### src/rtl/hazard_stall_controller.sv
// Pipeline sequencing for a 5-stage core: load-use bubbles, taken-branch squash
// and data-memory freeze, with saturating stall/flush event counters.
module hazard_stall_controller #(
   parameter int LOAD_USE_LAT = 1,
   parameter int CNT_W        = 16
) (
   input  logic             clk,
   input  logic             reset,
   input  logic [3:0]       id_rn,
   input  logic             id_rn_used,
   input  logic [3:0]       id_rm,
   input  logic             id_rm_used,
   input  logic [3:0]       ex_rd,
   input  logic             ex_reg_write,
   input  logic             ex_mem_to_reg,
   input  logic             ex_branch_taken,
   input  logic             mem_busy,
   output logic             pc_enable,
   output logic             pc_src_select,
   output logic             if_id_enable,
   output logic             if_id_flush,
   output logic             bubble_select,
   output logic             pipe_freeze,
   output logic [1:0]       ctrl_state,
   output logic [CNT_W-1:0] stall_count,
   output logic [CNT_W-1:0] flush_count
);

   // state       | meaning
   // RUN         | normal flow; load-use hazards checked every cycle
   // LOAD_STALL  | extra load-use bubbles pending, lat_cnt = bubbles left
   // MEM_WAIT    | data memory busy; whole pipe frozen, prior state saved
   typedef enum logic [1:0] {
      S_RUN        = 2'b00,
      S_LOAD_STALL = 2'b01,
      S_MEM_WAIT   = 2'b10
   } state_t;

   localparam logic [3:0]       LAT_INIT = 4'(LOAD_USE_LAT - 1);
   localparam logic [CNT_W-1:0] CNT_MAX  = {CNT_W{1'b1}};
   localparam logic [CNT_W-1:0] CNT_ONE  = CNT_W'(1);

   state_t     state;
   state_t     saved_state;
   logic [3:0] lat_cnt;
   logic [3:0] saved_lat;

   state_t     eff_state;
   logic [3:0] eff_lat;
   logic       lu_hazard;
   logic       stall_now;

   // Leaving MEM_WAIT resumes exactly where the freeze interrupted.
   always_comb begin
      eff_state = state;
      eff_lat   = lat_cnt;
      if (state == S_MEM_WAIT) begin
         eff_state = saved_state;
         eff_lat   = saved_lat;
      end
   end

   always_comb begin
      lu_hazard = ex_mem_to_reg & ex_reg_write &
                  ((id_rn_used & (id_rn == ex_rd)) | (id_rm_used & (id_rm == ex_rd)));
      stall_now = (eff_state == S_LOAD_STALL) | lu_hazard;
   end

   always_comb begin
      pc_enable     = 1'b1;
      pc_src_select = 1'b0;
      if_id_enable  = 1'b1;
      if_id_flush   = 1'b0;
      bubble_select = 1'b0;
      pipe_freeze   = 1'b0;
      if (!reset) begin
         pc_enable     = 1'b0;
         if_id_enable  = 1'b0;
         if_id_flush   = 1'b1;
         bubble_select = 1'b1;
      end else if (mem_busy) begin
         pc_enable    = 1'b0;
         if_id_enable = 1'b0;
         pipe_freeze  = 1'b1;
      end else if (ex_branch_taken) begin
         pc_src_select = 1'b1;
         if_id_flush   = 1'b1;
         bubble_select = 1'b1;
      end else if (stall_now) begin
         pc_enable     = 1'b0;
         if_id_enable  = 1'b0;
         bubble_select = 1'b1;
      end
   end

   assign ctrl_state = state;

   always_ff @(posedge clk or negedge reset) begin
      if (!reset) begin
         state       <= S_RUN;
         lat_cnt     <= 4'd0;
         saved_state <= S_RUN;
         saved_lat   <= 4'd0;
         stall_count <= '0;
         flush_count <= '0;
      end else if (mem_busy) begin
         if (state != S_MEM_WAIT) begin
            saved_state <= state;
            saved_lat   <= lat_cnt;
         end
         state <= S_MEM_WAIT;
         if (stall_count != CNT_MAX) stall_count <= stall_count + CNT_ONE;
      end else if (ex_branch_taken) begin
         state   <= S_RUN;
         lat_cnt <= 4'd0;
         if (flush_count != CNT_MAX) flush_count <= flush_count + CNT_ONE;
      end else if (eff_state == S_LOAD_STALL) begin
         if (stall_count != CNT_MAX) stall_count <= stall_count + CNT_ONE;
         if (eff_lat == 4'd1) begin
            state   <= S_RUN;
            lat_cnt <= 4'd0;
         end else begin
            state   <= S_LOAD_STALL;
            lat_cnt <= eff_lat - 4'd1;
         end
      end else if (lu_hazard) begin
         if (stall_count != CNT_MAX) stall_count <= stall_count + CNT_ONE;
         if (LAT_INIT != 4'd0) begin
            state   <= S_LOAD_STALL;
            lat_cnt <= LAT_INIT;
         end else begin
            state   <= S_RUN;
            lat_cnt <= 4'd0;
         end
      end else begin
         state   <= S_RUN;
         lat_cnt <= 4'd0;
      end
   end

endmodule

### config.mk
export PLATFORM = sky130hd
export DESIGN_NAME = hazard_stall_controller
export DESIGN_NICKNAME = d
export VERILOG_FILES = /design/src/rtl/hazard_stall_controller.sv
export SDC_FILE = /design/constraint.sdc
export NUM_CORES = 1
export LEC_CHECK = 0
export BUFFER_PORTS_ARGS = -buffer_cell sky130_fd_sc_hd__buf_2
export CAP_MARGIN = 10
export CORE_MARGIN = 2
export CORE_UTILIZATION = 40
export DETAILED_ROUTE_END_ITERATION = 8
export PLACE_DENSITY = 0.7
export REMOVE_ABC_BUFFERS = 1
export SLEW_MARGIN = 5
export SYNTH_ARGS = -nofsm -noshare
export SYNTH_HDL_FRONTEND = slang
export SYNTH_SLANG_ARGS = --single-unit
### constraint.sdc
create_clock -name clk -period 2.8 [get_ports clk]
set_input_delay 0.14 -clock clk [delete_from_list [all_inputs] [get_ports clk]]
set_output_delay 0.14 -clock clk [all_outputs]
set_load 0.01 [all_outputs]
# Word level (Yosys, flattened, before mapping)
# Cells that the tools add are included.
# totals
regBits	44
latchBits	0
ramBits	0
romBits	0
output_inout_bits	40
mem_count	0
# classes
add_sub_neg	3
multipliers	0
div	0
n_lt_le_gt_ge	0
n_eq_ne	9
shift	0
mux	28
bitwise_logic	7
reduce_logical	4
# op_table
operator	count
16-bit two-way mux	5
16-bit by 1-bit adder with 16-bit output (second input constant)	2
16-bit inequality test (second input constant)	2
4-bit two-way mux	4
1-bit two-way mux	15
4-bit == test	2
2-bit two-way mux	4
1-bit AND	4
4-bit by 1-bit == test with 1-bit output (second input constant)	1
2-bit AND reduction	2
4-bit by 1-bit subtractor with 4-bit output (second input constant)	1
3-bit AND reduction	1
3-bit nonzero test	1
2-bit by 1-bit == test with 1-bit output (second input constant)	1
2-bit == test (second input constant)	1
2-bit by 1-bit inequality test with 1-bit output (second input constant)	1
2-bit inequality test (second input constant)	1
1-bit OR	2
1-bit inverter	1

# Longest topological paths before layout
# depth
word_depth	9
mapped_depth	7
mapped_depth_nobuf	7

# Least setup slack after synthesis
# OpenSTA, ideal clock, no wires.
# synth_path
path_kind	register to register
from	reg state[0] (netlist: ctrl_state[0])
to	reg lat_cnt[3]
t_arrival_ns	1.936
t_required_ns	2.733
slack_ns	0.797
stages_incl_launch_ff	8
path_cell_list	dfrtp_1 -> nor2b_2 -> mux2i_1 -> inv_1 -> ha_1 -> a2111oi_4 -> a31o_1 -> a22o_1
# synth_via
elab_chain_len	6
# synth_rtl
item	line_no	text
from (decl)	43	state_t state;
from (signal assigned)	100	state <= S_RUN;
from (signal assigned)	111	state <= S_MEM_WAIT;
from (signal assigned)	114	state <= S_RUN;
2-bit == test	57	if (state == S_MEM_WAIT) begin
4-bit two-way mux	57	
4-bit by 1-bit subtractor with 4-bit output / 4-bit by 1-bit == test with 1-bit output (equally long branches)	124, 119	
4-bit two-way mux	119	if (eff_lat == 4'd1) begin
4-bit two-way mux *	117	end else if (eff_state == S_LOAD_STALL) begin
4-bit two-way mux *	113	end else if (ex_branch_taken) begin
to (signal assigned)	124	lat_cnt <= eff_lat - 4'd1;
to (decl)	45	logic [3:0] lat_cnt;
# Every way passes the cells marked *; elsewhere a longest branch is shown, timed or not.
# A chain may end at the register's enable or synchronous reset.

# Final worst setup path
# Same ends and word-level chain as after synthesis.

==> impl_results.md <==
* Hold Buf Count CTS at 1
* Post-synthesis async set-or-reset flop share at 1.00
* CP Max Fanout at 6
* Core box area at between 5000 and 6000 um^2
* Die height at ~80 um
* Pwr Density at between 600 and 700 nW/um^2
* Final hold violations at 0
* Initial cell density of the core at 0.420
* IO buf count at between 50 and 60
* Clock transition at path regs at ~0.08 ns
* Status: completed
* GRT overflow at 0
* Gate power share at 0.213
* DRT iter0 DRCs at 37
* Largest cells by area after synthesis: dfrtp_1, xnor2_1, xor2_1
* Crit-path cells: nor2b_2, mux2i_1, inv_1, ha_1, a2111oi_4, a31o_1, a22o_1
* Total track usage at 0.154
* N_diodes at 0
* Synth Area per Inst at around 11 um^2
* Vias per inst at 5.19
* RSZ-0062 raised after global routing: false
* Critical Path AT at around 2.5 ns
* Number of global-route vias before repair at roughly 1,700
* First-pass GRT wire length at about 7800 um
* Global placer's final weighted congestion at approximately 0.79
* Hold Crit Class: in -> reg
* Area Overhead vs Synth at 20.9%
* Drt pass-1 iters at 4
* Post-synth EDFFs at 0
* Site Rows at 27
* Clock power frac at 0.291
* Bufs and invs on worst path at 1
* Tcrit/Tclk final at 0.795
* Total CTS buffers at 5
* Synth warnings at 0
* Pleak at around 0.0014 uW
* Sw Ratio at 0.311
* Post-CTS sizing at 0
* Distinct cells, synth at between 40 and 50
* Internal power at 1170 uW
* Yosys reg bits at 44
* Top FF cell, synth: dfrtp_1
* Setup slack, reg-to-reg at ~0.57 ns
* Routed WL at about 4700 um
* Fin crit period at around 2.2 ns
* Fin nets at approximately 300
* Crit-path slowest cell: dfrtp_1
* Seq/Total Area, Yosys at 0.471
* Total Power at 1700 uW
* Share of layout cells above drive strength 1 at 0.309
* Setup TNS at 0 ns
* CTS HTree Levels at 2
* CP startpoint kind: flip-flop
* Synth Cell Area at around 2300 um^2
* # fillers at ~540
* Clk Latency, worst-skew pair at 0.30 ns
* Slowest stage delay, CP at 0.46 ns
* Initial antenna violation count at 0
* CTS max path bufs at 2
* Worst clock skew at a little under 0.007 ns
* Fmax at around 450 MHz
* DRC violations left at 0
* Mapped Cells at 214
* Slew @ Worst Pin at 0.435 ns
* Largest net degree at the start of global routing at 37
* Crit Path Class: reg -> reg
* Top Family by Delay on Critical Path: compound AO/OA/AOI/OAI gates
* DPL Wire Length at roughly 3600 um
* Pins Over Slew Limit at 0
* Die width at ~80 um
* Final setup viols at 0
* Vias at 1,817
* Sequential share of power at 0.495
* Clk root buf: clkbuf_8
* CTS sink cnt at 44
* IO Pins at 60
* CTS tree: done
* Setup crit end kind: flip-flop
* Worst vdd ir at between 0.0003 and 0.0004 V
* Total setup buffers inserted after CTS at 0
* Max cap viols at 0
* Post-synth top area share at 0.471
* Switching Power at between 500 and 600 uW
* DIE AREA at about 6500 um^2
* Post-synth top area cell: dfrtp_1
* Required time of the critical path at approximately 3 ns
* Drt wl/cell at around 13 um
* Worst slew margin at 0.710
* Post-route ant nets at 0
-- cell usage after synthesis, types with 2 or more instances --
library cell / count
or4_4: 2
or3_1: 2
nand4_1: 10
and3_1: 6
nand2b_1: 2
nor3_1: 5
o21ai_1: 2
dfrtp_1: 44
inv_1: 6
buf_4: 3
nand2_1: 13
o21ai_0: 5
xnor2_1: 25
mux2_2: 6
and4_1: 2
clkbuf_1: 2
nor2_1: 14
o2111ai_1: 3
a22o_1: 3
ha_1: 4
nand3_1: 18
xor2_1: 14
mux2i_1: 2
-- cell families after synthesis --
group | count (synthesis) | share of synthesized area
muxes | 9 | 0.0423
DFF | 44 | 0.471
buffers and inverters | 11 | 0.0225
xor gates and xnor gates | 39 | 0.146
and+or+nand+nor | 83 | 0.203
adders and majority gates | 4 | 0.0214
AOI/OAI and AO/OA | 24 | 0.0936
-- per-stage QoR --
step	hold slack, ns	instance area, um^2	instances	worst slack [ns]	util
after floorplan	-0.156	2310	209	0.797	-
after global placement	0.0280	2700	341	0.710	0.485
after detailed placement	0.0334	2700	341	0.597	0.485
after CTS	0.141	2830	350	0.576	0.507
after global routing	0.146	2830	350	0.384	0.507
final	0.147	2830	350	0.575	0.507
-- cells in the final DEF (no fill, tap or decap), types with 2 or more instances in the layout --
cell type,count
a22o_1,3
and3_1,6
and4_1,2
buf_2,59
clkbuf_8,5
dfrtp_1,44
ha_1,4
inv_1,6
mux2_2,6
mux2i_1,2
nand2_1,13
nand2b_1,2
nand3_1,18
nand4_1,10
nor2_1,14
nor3_1,5
o2111ai_1,3
o21ai_0,5
o21ai_1,2
or3_1,2
or4_4,2
xnor2_1,25
xor2_1,14
-- worst paths after layout --
path,startpoint,to,depth (start not counted)
max,ctrl_state[0],lat_cnt[3],7
min,ex_branch_taken,ctrl_state[0],2
max reg2reg,ctrl_state[0],lat_cnt[3],7
min reg2reg,flush_count[13],flush_count[13],1
max in group asynchronous,reset,stall_count[12],3
min in group asynchronous,reset,stall_count[14],2
-- metal layers --
metal | GRT usage | part of all wire | vias to the layer above
met5 | 0 | 0 | -
met4 | 0.0475 | 0.0095 | 0
met3 | 0.0416 | 0.044 | 6
met2 | 0.256 | 0.51 | 34
met1 | 0.195 | 0.44 | 887
li1 | - | - | 890
-- power by group through the flow --
stage | Clock [uW] | Sequential (uW) | Combinational (uW)
after floorplan | 0 | 874 | 173
after global placement | 0 | 851 | 361
after detailed placement | 0 | 853 | 369
after CTS | 512 | 842 | 370
after global routing | 536 | 862 | 401
final | 495 | 841 | 362
-- worst register-to-register path, cell delays in order (launching register included) --
cell,delay (ns)
dfrtp_1,0.46
nor2b_2,0.27
mux2i_1,0.38
inv_1,0.08
ha_1,0.22
a2111oi_4,0.45
a31o_1,0.21
a22o_1,0.11
-- state kept, by name, indices dropped and copies added (netlist names) --
name	cells
lat_cnt	4
ctrl_state	2
saved_lat	4
flush_count	16
stall_count	16
saved_state	2
-- cell type report --
class | count | area, um^2 | share of cell area
Inverter | 6 | 22.5 | 0.00797
Timing Repair Buffer | 61 | 313 | 0.111
Clock buffer | 5 | 68.8 | 0.0243
Tap cell | 72 | 90.1 | 0.0319
Clock inverter | 3 | 46.3 | 0.0164
Sequential cell | 44 | 1100 | 0.390
Multi-Input combinational cell | 159 | 1180 | 0.419
No activity file was read; power rests on OpenSTA's default activity.
